==> src/rtl/dla_hld_ram_read_credit_buffer_if.sv <==
// Request / RAM / response signal bundle for the credit-based stitched-RAM read front end.
// slave is the buffer's view; master is the requester/RAM/consumer side.
interface dla_hld_ram_read_credit_buffer_if #(
  parameter int ADDR_WIDTH = 10,
  parameter int WIDTH      = 32
);
  logic                  req_valid;
  logic                  req_ready;
  logic [ADDR_WIDTH-1:0] req_address;
  logic [ADDR_WIDTH-1:0] ram_address;
  logic                  ram_read_enable;
  logic [WIDTH-1:0]      ram_readdata;
  logic                  rsp_valid;
  logic                  rsp_ready;
  logic [WIDTH-1:0]      rsp_data;
  logic                  idle;

  modport slave (
    input  req_valid, req_address, ram_readdata, rsp_ready,
    output req_ready, ram_address, ram_read_enable, rsp_valid, rsp_data, idle
  );

  modport master (
    output req_valid, req_address, ram_readdata, rsp_ready,
    input  req_ready, ram_address, ram_read_enable, rsp_valid, rsp_data, idle
  );
endinterface

==> src/rtl/dla_hld_ram_read_credit_buffer.sv <==
// Read front end for a depth-stitched RAM: credits bound in-flight reads plus buffered
// responses to FIFO_DEPTH, so returning data always has a FIFO slot waiting for it.
module dla_hld_ram_read_credit_buffer #(
  parameter int ADDR_WIDTH   = 10,
  parameter int WIDTH        = 32,
  parameter int READ_LATENCY = 2,
  parameter int FIFO_DEPTH   = 4
) (
  input  logic                           clock,
  input  logic                           resetn,
  dla_hld_ram_read_credit_buffer_if.slave bus
);
  localparam int PW = (FIFO_DEPTH > 1) ? $clog2(FIFO_DEPTH) : 1;
  localparam int CW = PW + 1;
  localparam logic [CW-1:0] DEPTH_C = CW'(FIFO_DEPTH);

  logic [CW-1:0]           credits_q, credits_d;
  logic [CW-1:0]           count_q, count_d;
  logic [PW-1:0]           wr_ptr_q, wr_ptr_d;
  logic [PW-1:0]           rd_ptr_q, rd_ptr_d;
  logic [READ_LATENCY-1:0] vld_pipe_q, vld_pipe_d;
  logic [WIDTH-1:0]        mem_q [FIFO_DEPTH];

  logic                  req_ready;
  logic                  rsp_valid;
  logic                  fire;
  logic                  pop;
  logic                  wr_en;
  logic [ADDR_WIDTH-1:0] addr;

  // Ready/valid come only from flops; fire is gated by resetn so no enable leaks while reset is held.
  always_comb begin
    req_ready = (credits_q != '0);
    rsp_valid = (count_q != '0);
    fire      = bus.req_valid & req_ready & resetn;
    pop       = rsp_valid & bus.rsp_ready;
    wr_en     = vld_pipe_q[READ_LATENCY-1];
    addr      = bus.req_address;
  end

  always_comb begin
    credits_d = credits_q;
    if (fire && !pop)
      credits_d = credits_q - 1'b1;
    else if (pop && !fire)
      credits_d = credits_q + 1'b1;
  end

  // Latency tracker never stalls: the credit check already guaranteed a slot.
  always_comb begin
    vld_pipe_d    = vld_pipe_q << 1;
    vld_pipe_d[0] = fire;
  end

  always_comb begin
    count_d  = count_q;
    wr_ptr_d = wr_ptr_q;
    rd_ptr_d = rd_ptr_q;
    if (wr_en)
      wr_ptr_d = wr_ptr_q + 1'b1;
    if (pop)
      rd_ptr_d = rd_ptr_q + 1'b1;
    if (wr_en && !pop)
      count_d = count_q + 1'b1;
    else if (pop && !wr_en)
      count_d = count_q - 1'b1;
  end

  always_ff @(posedge clock or negedge resetn) begin
    if (!resetn) begin
      credits_q  <= DEPTH_C;
      count_q    <= '0;
      wr_ptr_q   <= '0;
      rd_ptr_q   <= '0;
      vld_pipe_q <= '0;
    end else begin
      credits_q  <= credits_d;
      count_q    <= count_d;
      wr_ptr_q   <= wr_ptr_d;
      rd_ptr_q   <= rd_ptr_d;
      vld_pipe_q <= vld_pipe_d;
    end
  end

  // Storage is data-only; validity lives in count_q, so no reset is needed here.
  always_ff @(posedge clock) begin
    if (wr_en)
      mem_q[wr_ptr_q] <= bus.ram_readdata;
  end

  assign bus.req_ready       = req_ready;
  assign bus.rsp_valid       = rsp_valid;
  assign bus.rsp_data        = rsp_valid ? mem_q[rd_ptr_q] : '0;
  assign bus.ram_address     = addr;
  assign bus.ram_read_enable = fire;
  assign bus.idle            = (credits_q == DEPTH_C);

  a_no_overflow: assert property (@(posedge clock) disable iff (!resetn)
    !(wr_en && (count_q == DEPTH_C)));

  a_credit_balance: assert property (@(posedge clock) disable iff (!resetn)
    (int'(credits_q) + int'(count_q) + $countones(vld_pipe_q)) == FIFO_DEPTH);
endmodule
==> src/flat_wrapper.sv <==
// flat-port wrapper written by rule: the top's interface ports become plain ports
module dla_hld_ram_read_credit_buffer_flat 
#(
  parameter int ADDR_WIDTH   = 10,
  parameter int WIDTH        = 32,
  parameter int READ_LATENCY = 2,
  parameter int FIFO_DEPTH   = 4
)
  (clock, resetn, bus_req_valid, bus_req_address, bus_ram_readdata, bus_rsp_ready, bus_req_ready, bus_ram_address, bus_ram_read_enable, bus_rsp_valid, bus_rsp_data, bus_idle);
  dla_hld_ram_read_credit_buffer_if #(.ADDR_WIDTH(ADDR_WIDTH), .WIDTH(WIDTH)) bus_i ();
  input  logic clock;
  input  logic resetn;
  input wire logic [$bits(bus_i.req_valid)-1:0] bus_req_valid;
  input wire logic [$bits(bus_i.req_address)-1:0] bus_req_address;
  input wire logic [$bits(bus_i.ram_readdata)-1:0] bus_ram_readdata;
  input wire logic [$bits(bus_i.rsp_ready)-1:0] bus_rsp_ready;
  output wire logic [$bits(bus_i.req_ready)-1:0] bus_req_ready;
  output wire logic [$bits(bus_i.ram_address)-1:0] bus_ram_address;
  output wire logic [$bits(bus_i.ram_read_enable)-1:0] bus_ram_read_enable;
  output wire logic [$bits(bus_i.rsp_valid)-1:0] bus_rsp_valid;
  output wire logic [$bits(bus_i.rsp_data)-1:0] bus_rsp_data;
  output wire logic [$bits(bus_i.idle)-1:0] bus_idle;
  assign bus_i.req_valid = bus_req_valid;
  assign bus_i.req_address = bus_req_address;
  assign bus_i.ram_readdata = bus_ram_readdata;
  assign bus_i.rsp_ready = bus_rsp_ready;
  assign bus_req_ready = bus_i.req_ready;
  assign bus_ram_address = bus_i.ram_address;
  assign bus_ram_read_enable = bus_i.ram_read_enable;
  assign bus_rsp_valid = bus_i.rsp_valid;
  assign bus_rsp_data = bus_i.rsp_data;
  assign bus_idle = bus_i.idle;
  dla_hld_ram_read_credit_buffer #(.ADDR_WIDTH(ADDR_WIDTH), .WIDTH(WIDTH), .READ_LATENCY(READ_LATENCY), .FIFO_DEPTH(FIFO_DEPTH)) u_core (.clock(clock), .resetn(resetn), .bus(bus_i));
endmodule
==> config.mk <==
export PLATFORM = sky130hd
export DESIGN_NAME = dla_hld_ram_read_credit_buffer_flat
export DESIGN_NICKNAME = d
export VERILOG_FILES = /design/src/rtl/dla_hld_ram_read_credit_buffer_if.sv /design/src/rtl/dla_hld_ram_read_credit_buffer.sv /design/src/flat_wrapper.sv
export SDC_FILE = /design/constraint.sdc
export NUM_CORES = 1
export LEC_CHECK = 0
export ABC_AREA = 1
export CAP_MARGIN = 25
export CORE_MARGIN = 2
export CORE_UTILIZATION = 58
export CTS_BUF_LIST = sky130_fd_sc_hd__clkbuf_16
export CTS_CLUSTER_DIAMETER = 60
export DETAILED_ROUTE_END_ITERATION = 8
export GPL_TIMING_DRIVEN = 0
export PLACE_DENSITY = 0.88
export SETUP_SLACK_MARGIN = 0.5
export SLEW_MARGIN = 20
export SYNTH_ARGS = -nofsm -noshare
export SYNTH_HDL_FRONTEND = slang
export SYNTH_SLANG_ARGS = --single-unit
==> constraint.sdc <==
create_clock -name clock -period 4.9 [get_ports clock]
set_input_delay 0.49 -clock clock [delete_from_list [all_inputs] [get_ports clock]]
set_output_delay 0.49 -clock clock [all_outputs]
set_load 0.01 [all_outputs]
[Word level (Yosys, flattened, before mapping)]
Memory sizes are Yosys's and may differ from the RTL's.
Cells that the tools add are included.
Word-level totals
  register bits after elaboration: 12
  bits in writable memories: 128
  input port bits: 46
  output and inout port bits: 46
  logic and storage cells: 34
  memories kept: 1
Memories
  u_core.mem_q: words 4, bits a word 32, read ports 1, clocked after memory_dff 0, write ports 1, line dla_hld_ram_read_credit_buffer.sv:22  | logic [WIDTH-1:0] mem_q [FIFO_DEPTH];
Operators by class
  add/subtract/negate cells: 6
  equal/unequal tests: 1
  mux-type cells: 7
  bitwise operators: 3
  reductions and logical operators: 11
Operators with widths (count)
  two-way mux 32 bit: 1
  two-way mux 3 bit: 4
  adder 3 x 1 -> 3 bit (second input constant): 2
  nonzero test 3 bit: 2
  subtractor 3 x 1 -> 3 bit (second input constant): 2
  adder 2 x 1 -> 2 bit (second input constant): 2
  logical AND 1 bit: 4
  nonzero test 2 bit: 2
  bitwise AND 1 bit: 3
  equality test 3 bit (second input constant): 1
  logical NOT 1 bit: 3
  two-way mux 1 bit: 2

[Logic depth before layout (Yosys ltp)]
Gate-level depths: netlist (run 1).
  word-level depth: 7
  mapped depth: 11
  depth with buffers taken out: 11

[Least setup slack after synthesis (run 1)]
OpenSTA, ideal clock, no wires.
  kind: register to register
  start: reg u_core.credits_q[2]
  end: reg u_core.credits_q[2]
  library setup time: 0.076 ns
  arrival time: 1.684 ns
  data required time: 4.824 ns
  setup slack: 3.140 ns
  stages on the path, launching flop included: 10
  buffers on the path: 0
  period minus slack after synthesis: 1.760 ns
  path through: dfstp_2 -> nor3_1 -> nor2_1 -> ha_1 -> inv_1 -> fa_1 -> nand2_1 -> nand3_1 -> nand2_1 -> nand2_1
Between the ends
  longest elaborated chain between the ends: 6
  elaborated cells between the ends (all ways): 11
  classes of those cells: add/sub: 2; mux: 2; bitwise: 2; reduce/logical: 5
RTL lines
  from (decl): line dla_hld_ram_read_credit_buffer.sv:17  | logic [CW-1:0] credits_q, credits_d;
  from (signal assigned): line dla_hld_ram_read_credit_buffer.sv:77  | credits_q <= credits_d;
  nonzero test 3 bit (*): line dla_hld_ram_read_credit_buffer.sv:33  | req_ready = (credits_q != '0);
  bitwise AND 1 bit (*) (2 in series): line dla_hld_ram_read_credit_buffer.sv:35  | fire = bus.req_valid & req_ready & resetn;
  via bus_ram_read_enable: line flat_wrapper.sv:19  | output wire logic [$bits(bus_i.ram_read_enable)-1:0] bus_ram_read_enable;
  logical NOT 1 bit: line dla_hld_ram_read_credit_buffer.sv:45  | else if (pop && !fire)
  logical AND 1 bit: line dla_hld_ram_read_credit_buffer.sv:45
  nonzero test 2 bit (no line)
Mark *: on every way through the listed nets, which the timed path passes. The rest lies on a longest branch. The select of a mux whose other input is x is not followed.
A chain may end at the register's enable or synchronous reset.

[Final worst setup path (run 1)]
  start: reg u_core.count_q[0]
  end: out bus_rsp_data[1]
Between the ends
  longest elaborated chain between the ends: 2
RTL lines
  from (decl): line dla_hld_ram_read_credit_buffer.sv:18  | logic [CW-1:0] count_q, count_d;
  from (signal assigned): line dla_hld_ram_read_credit_buffer.sv:78  | count_q <= count_d;
  nonzero test 3 bit: line dla_hld_ram_read_credit_buffer.sv:34  | rsp_valid = (count_q != '0);
  two-way mux 32 bit: line dla_hld_ram_read_credit_buffer.sv:93  | assign bus.rsp_data = rsp_valid ? mem_q[rd_ptr_q] : '0;
  to (decl): line flat_wrapper.sv:21  | output wire logic [$bits(bus_i.rsp_data)-1:0] bus_rsp_data;
No other way between the ends.

==> results of run 1 <==
how the worst max path moves through the flow:
stage | end | slack [ns] | cells past startpoint
after floorplan | u_core.credits_q[2] | 3.14 | 9
after global placement | bus_ram_read_enable | 2.20 | 4
after detailed placement | bus_ram_read_enable | 2.12 | 4
after CTS | bus_rsp_data[1] | 1.92 | 6
after global routing | bus_rsp_data[1] | 1.85 | 6
final | bus_rsp_data[1] | 1.92 | 6
cells by family (layout without fill, tap and decap cells):
| logic type | Yosys count | count (layout) |
|---|---|---|
| and+or+nand+nor | 224 | 224 |
| buffers and inverters | 183 | 300 |
| DFF | 140 | 140 |
| AOI/OAI and AO/OA | 35 | 35 |
| adders and majority gates | 8 | 8 |
| xor gates and xnor gates | 4 | 4 |
power breakdown:
part / leakage [nW] / internal, mW / switching, mW
clock: 0.301 / 0.850 / 0.470
sequential: 1.31 / 1.47 / 0.0713
combinational: 1.76 / 0.793 / 1.06
area by class of cell:
type | instances | area, um2
flip-flops and latches | 140 | 4150
multi-input cells | 271 | 1260
clock buffers | 17 | 425
fillers | 596 | 2460
well taps | 136 | 170
repair buffers | 85 | 891
plain buffers | 35 | 206
inverters | 148 | 564
clock inverters | 15 | 198
placed cells by master, fill, tap and decap left out, types with 3 or more instances in the layout:
cell and count:
clkbuf_16 17, a21oi_1 32, dfrtp_1 11, clkinv_1 15, nand3_1 67, clkbuf_1 10, buf_4 15, clkdlybuf4s50_1 81
edfxtp_1 128, inv_1 83, xnor2_1 3, nand2_1 150, buf_12 4, clkinv_4 4, bufinv_16 4, buf_2 9
ha_1 6, clkinv_2 10, inv_2 44
per-layer routing:
| layer | up-vias | share of wire |
|---|---|---|
| met4 | 0 | 0.026 |
| li1 | 2072 | - |
| met5 | - | 0 |
| met1 | 2128 | 0.35 |
| met3 | 41 | 0.10 |
| met2 | 277 | 0.52 |
stage by stage:
step                setup slack, ns  hold WS [ns]
global placement               2.20         0.334
CTS                            1.92         0.368
detailed placement             2.12         0.355
finish                         1.92         0.361
floorplan                      3.14         0.194
global route                   1.85         0.373
worst max-delay path, cell delays in order (launching register included):
cell and delay (ns):
dfrtp_1 0.42, nor2_1 0.09, nand2_2 0.12, clkinv_1 0.19, clkbuf_1 0.32, a21oi_1 0.33
clkdlybuf4s50_1 0.59
sequential cells by signal, summed over array words and instances, names as in the netlist:
signal	cells
u_core.count_q	3
u_core.credits_q	3
u_core.mem_q	128
u_core.rd_ptr_q	2
u_core.vld_pipe_q	2
u_core.wr_ptr_q	2
==> results_dict.tcl, run 1 <==
set metrics [dict create \
    worst_pin_slew_ns 0.619 \
    yosysTopAreaCellShare 0.622 \
    yosys.area_share.xor_xnor 0.00567 \
    p_per_area_nw_per_um2 600 \
    die-area_um2 11500 \
    place_inst 815 \
    routed_wirelength_um 14100 \
    rows 37 \
    gp_congestion 0.765 \
    netlist_instances 594 \
    postLayoutCoreUtil 0.761 \
    finalClockSkew_ns 0.00623 \
    grt_pass1_wl_um 22000 \
    post-route-min-period_ns 2.98 \
    htreeDepth 4 \
    peakVddDrop_mv 0.346 \
    fp.dieW_um 107 \
    cts_resized 0 \
    placed_area_um2 7240 \
    status "completed" \
    synthTopCellsByArea "edfxtp_1 62%, nand2_1 9.1%, nand3_1 5.4%" \
    path_clk_slew_ns 0.05 \
    hold_start "u_core.vld_pipe_q[0]" \
    die_y_um 107 \
    final_hold_viol_count 0 \
    post_cts.repair.setup_buffers 0 \
    grt_pass1_vias 4591 \
    top_usage_layer "met2" \
    first_iter_violations 411 \
    p_leak_nw 3.36 \
    ys_seq_area_frac 0.671 \
    rsz0062_at_grt "no" \
    start_util 0.598 \
    postRouteAntennaNets 0 \
    critPathKind "reg2out" \
    synth_compound_area_frac 0.0284 \
    crit_start "u_core.count_q[0]" \
    min_path_cells 0 \
    cp.arrival_ns 2.49 \
    drv_slew 0 \
    grt_util_met2 0.459 \
    cp-start-kind "flip-flop" \
    reg2reg_depth 10 \
    cts_sinks 140 \
    ys_async_sr_fraction 0.0857 \
    synth_cell_type_count 24 \
    drcViolationCount 0 \
    cts_tree "yes" \
    synth_flop_cell "edfxtp_1" \
    setup_violations 0 \
    yosysWarnings 0 \
    grt_max_degree 29 \
    grt_use_total 0.261 \
    end_kind "output pin" \
    grt_overflow_total 0 \
    viasPerCell 5.33 \
    syn_area_per_cell_um2 10.4 \
    syn_area_um2 6180 \
    yosys.area_share.simple 0.151 \
    cts_root_buf "clkbuf_16" \
    vias 4518 \
    clock_latency_ns 0.41 \
    r2r-start "u_core.count_q[0]" \
    ys_ff_latch 140 \
    ios 92 \
    synth_top_area_cell "edfxtp_1" \
    drive_gt1_frac 0.159 \
    power_mw 4.72 \
    yosysMostFrequentCell "nand2_1" \
    period_share 0.607 \
    met3_usage 0.0711 \
    worstPathMaxFanout 10 \
    grt_use_met1 0.291 \
    wl_per_cell_um 16.7 \
    numPortBuffers 81 \
    r2r_slack_ns 2.95 \
    synthTopCellsByCount "150 x nand2_1, 128 x edfxtp_1, 87 x inv_1" \
    relSlewSlack 0.587 \
    syn_nets 648 \
    stdcell_area_um2 7860 \
    layout.nets 752 \
    synth_edf_count 128 \
    cp_data_required_time_ns 4.41 \
    min_path_type "reg2reg" \
    clk_path_buf_depth 2 \
    cap_viol_max_count 0 \
    fin_setup_tns_ns 0 \
    synth_top_family_by_area "simple AND/OR/NAND/NOR gates" \
    ctsHoldBuffers 0 \
    hold_end "u_core.vld_pipe_q[1]" \
    antenna_found_initial 0 \
    syn_to_final_growth_pct 27.3 \
    synth_fa_ha_area_frac 0.0186 \
    drt_pass1_iterations 6 \
    max_freq_mhz 336 \
    cts_made_buffers 17 \
    diodes 0 \
    core_area_um2 10300 \
    synth_mux_area_frac 0 \
    final_cells 847 \
    dp_hpwl_um 8610 \
    r2r_end "u_core.count_q[2]" \
]
(Power assumes the default switching activity.)
==> run 2: changes to the inputs <==
CORE_UTILIZATION = 49   (was 58)
PLACE_DENSITY = 0.79   (was 0.88)
clock period = 2.53 ns   (was 4.9 ns; I/O delays follow)
==> run 2 against run 1 <==
Against the previous run: power is 99% higher; sequential cell count stayed put; sequential power rose by 94%; design area grew 2.2%; wire length shrank 0.45%; utilization fell by 12 points; via count fell by 2.2%; clock power up 120%; first-iteration DRC count fell by 19%; critical path depth is the same; largest cell class unchanged; highest routed layer unchanged.
==> results_dict.tcl, run 2 (same netlist as run 1, synthesis figures left out) <==
set metrics [dict create \
    status "completed" \
    layout.nets 756 \
    postLayoutCoreUtil 0.645 \
    worstPathMaxFanout 10 \
    diodes 0 \
    die-area_um2 13500 \
    setup_violations 0 \
    cts_sinks 140 \
    rows 41 \
    cts_root_buf "clkbuf_16" \
    cp.arrival_ns 1.81 \
    peakVddDrop_mv 0.586 \
    postRouteAntennaNets 0 \
    place_inst 851 \
    hold_end "u_core.vld_pipe_q[1]" \
    max_freq_mhz 485 \
    numPortBuffers 81 \
    grt_overflow_total 0 \
    core_area_um2 12500 \
    rsz0062_at_grt "yes" \
    drv_slew 0 \
    hold_start "u_core.vld_pipe_q[0]" \
    drcViolationCount 0 \
    syn_to_final_growth_pct 30.1 \
    cts_tree "yes" \
    min_path_cells 0 \
    reg2reg_depth 10 \
    first_iter_violations 332 \
    largest_reg_flops 128 \
    cp-start-kind "flip-flop" \
    final_cell_mix "149 x nand2_1, 128 x edfxtp_1, 83 x inv_1" \
    viasPerCell 4.99 \
    grt_max_degree 30 \
    end_kind "output pin" \
    grt_pass1_wl_um 22200 \
    cts_made_buffers 17 \
    p_leak_nw 3.50 \
    path_cells "buf_6 > buf_4 > nand2_1 > nand3_1 > a21oi_1 > clkdlybuf4s15_2" \
    start_util 0.495 \
    p_per_area_nw_per_um2 1170 \
    htreeDepth 4 \
    critPathTopFamily "buffers and inverters" \
    min_path_type "reg2reg" \
    antenna_found_initial 0 \
    cap_viol_max_count 0 \
    layout_commonest_cell "nand2_1" \
    crit_start "u_core.rd_ptr_q[0]" \
    final_cells 886 \
    wl_per_cell_um 15.9 \
    ios 92 \
    dp_hpwl_um 8410 \
    critPathKind "reg2out" \
    grt_pass1_vias 4652 \
    drive_gt1_frac 0.246 \
    largestRegisters "u_core.mem_q (128), u_core.count_q (3), u_core.credits_q (3)" \
    vias 4418 \
    routed_wirelength_um 14000 \
    gp_congestion 0.750 \
    period_share 0.814 \
    cpMaxStageDelayCell "dfrtp_2" \
    relSlewSlack 0.657 \
    clk_path_buf_depth 2 \
    drt_pass1_iterations 5 \
    finalClockSkew_ns 0.00889 \
    top_register "u_core.mem_q" \
    fillCellCount 925 \
    crit_buf_inv 3 \
    r2r_end "u_core.count_q[2]" \
    cp_data_required_time_ns 2.28 \
    post-route-min-period_ns 2.06 \
    worst_pin_slew_ns 0.513 \
    path_clk_slew_ns 0.06 \
    final_hold_viol_count 0 \
    r2r-start "u_core.count_q[0]" \
    clock_latency_ns 0.41 \
    fp.dieW_um 116 \
    die_y_um 116 \
    max_stage_delay_ns 0.45 \
    grt_use_total 0.222 \
    r2r_slack_ns 0.60 \
]
==> run 2: changes by cell type in the layout (fill, tap and decap cells not counted), sizes merged <==
cell | before | now
buf | 29 | 48
bufinv | 4 | 7
clkbuf | 27 | 37
clkdlybuf4s15 | 0 | 5
clkdlybuf4s50 | 81 | 47
clkinv | 29 | 23
clkinvlp | 2 | 1
dlygate4sd2 | 0 | 2
dlygate4sd3 | 0 | 2
inv | 128 | 131
==> run 2: worst reg2reg max path: stages (launching register included) <==
cell and delay (ns):
dfrtp_1 0.40, nor2_2 0.18, nand2_2 0.15, nand2_2 0.15, ha_1 0.19, inv_1 0.07, fa_1 0.39, nand2_1 0.11
nand3_1 0.07, nand2_1 0.06, nand2_1 0.05
==> run 2: layout make-up <==
type / count / area, um2 / share of cell area
flip-flops and latches: 140 / 4150 / 0.516
multi-input cells: 271 / 1340 / 0.166
repair buffers: 89 / 792 / 0.0986
inverters: 148 / 567 / 0.0705
clock buffers: 17 / 425 / 0.0529
plain buffers: 35 / 289 / 0.0360
clock inverters: 14 / 265 / 0.0330
well taps: 172 / 215 / 0.0268
==> run 2: report_power, final <==
part	leakage, nW	switching (mW)	total (mW)	internal [mW]
sequential	1.30	0.135	2.98	2.85
combinational	1.86	2.16	3.54	1.38
clock	0.332	0.930	2.88	1.95
total	3.50	3.22	9.41	6.18
==> run 2: worst max-delay path by stage <==
stage                               end  depth (start not counted)
finish                 bus_rsp_data[11]                          6
global route           bus_rsp_data[23]                          6
CTS                     bus_rsp_data[1]                          6
detailed placement  u_core.credits_q[2]                         10
global placement    u_core.credits_q[2]                         10
floorplan           u_core.credits_q[2]                          9
==> run 2: layer usage <==
layer  up-vias  track usage  wire length, um
met3        26       0.0431              920
met2       185        0.402             7480
met4         0       0.0881              240
met1      2126        0.259             5400
li1       2081            -                -
met5         -            0                0
==> run 2: timing repair <==
| action | 4_1_cts | 5_1_grt |
|---|---|---|
| setup endpoints to repair | 35 | 34 |
| endpoints found under the hold margin | 11 | 0 |
| buffers inserted | 2 | 0 |
| pin swaps | 6 | 15 |
| hold buffers | 2 | 0 |
| gates resized for setup | 122 | 45 |
==> run 2: per-stage QoR <==
stage | hold slack, ns | power (mW) | area [um2] | setup slack, ns | TNS [ns]
2_1_floorplan | -0.0426 | 4.90 | 6180 | 0.770 | 0
3_3_place_gp | 0.331 | 6.39 | 7200 | 0.132 | 0
3_5_place_dp | 0.340 | 6.56 | 7280 | -0.0243 | -0.0243
4_1_cts | 0.353 | 9.46 | 8100 | 0.462 | 0
5_1_grt | 0.363 | 9.93 | 8040 | 0.400 | 0
6_report | 0.354 | 9.41 | 8040 | 0.470 | 0
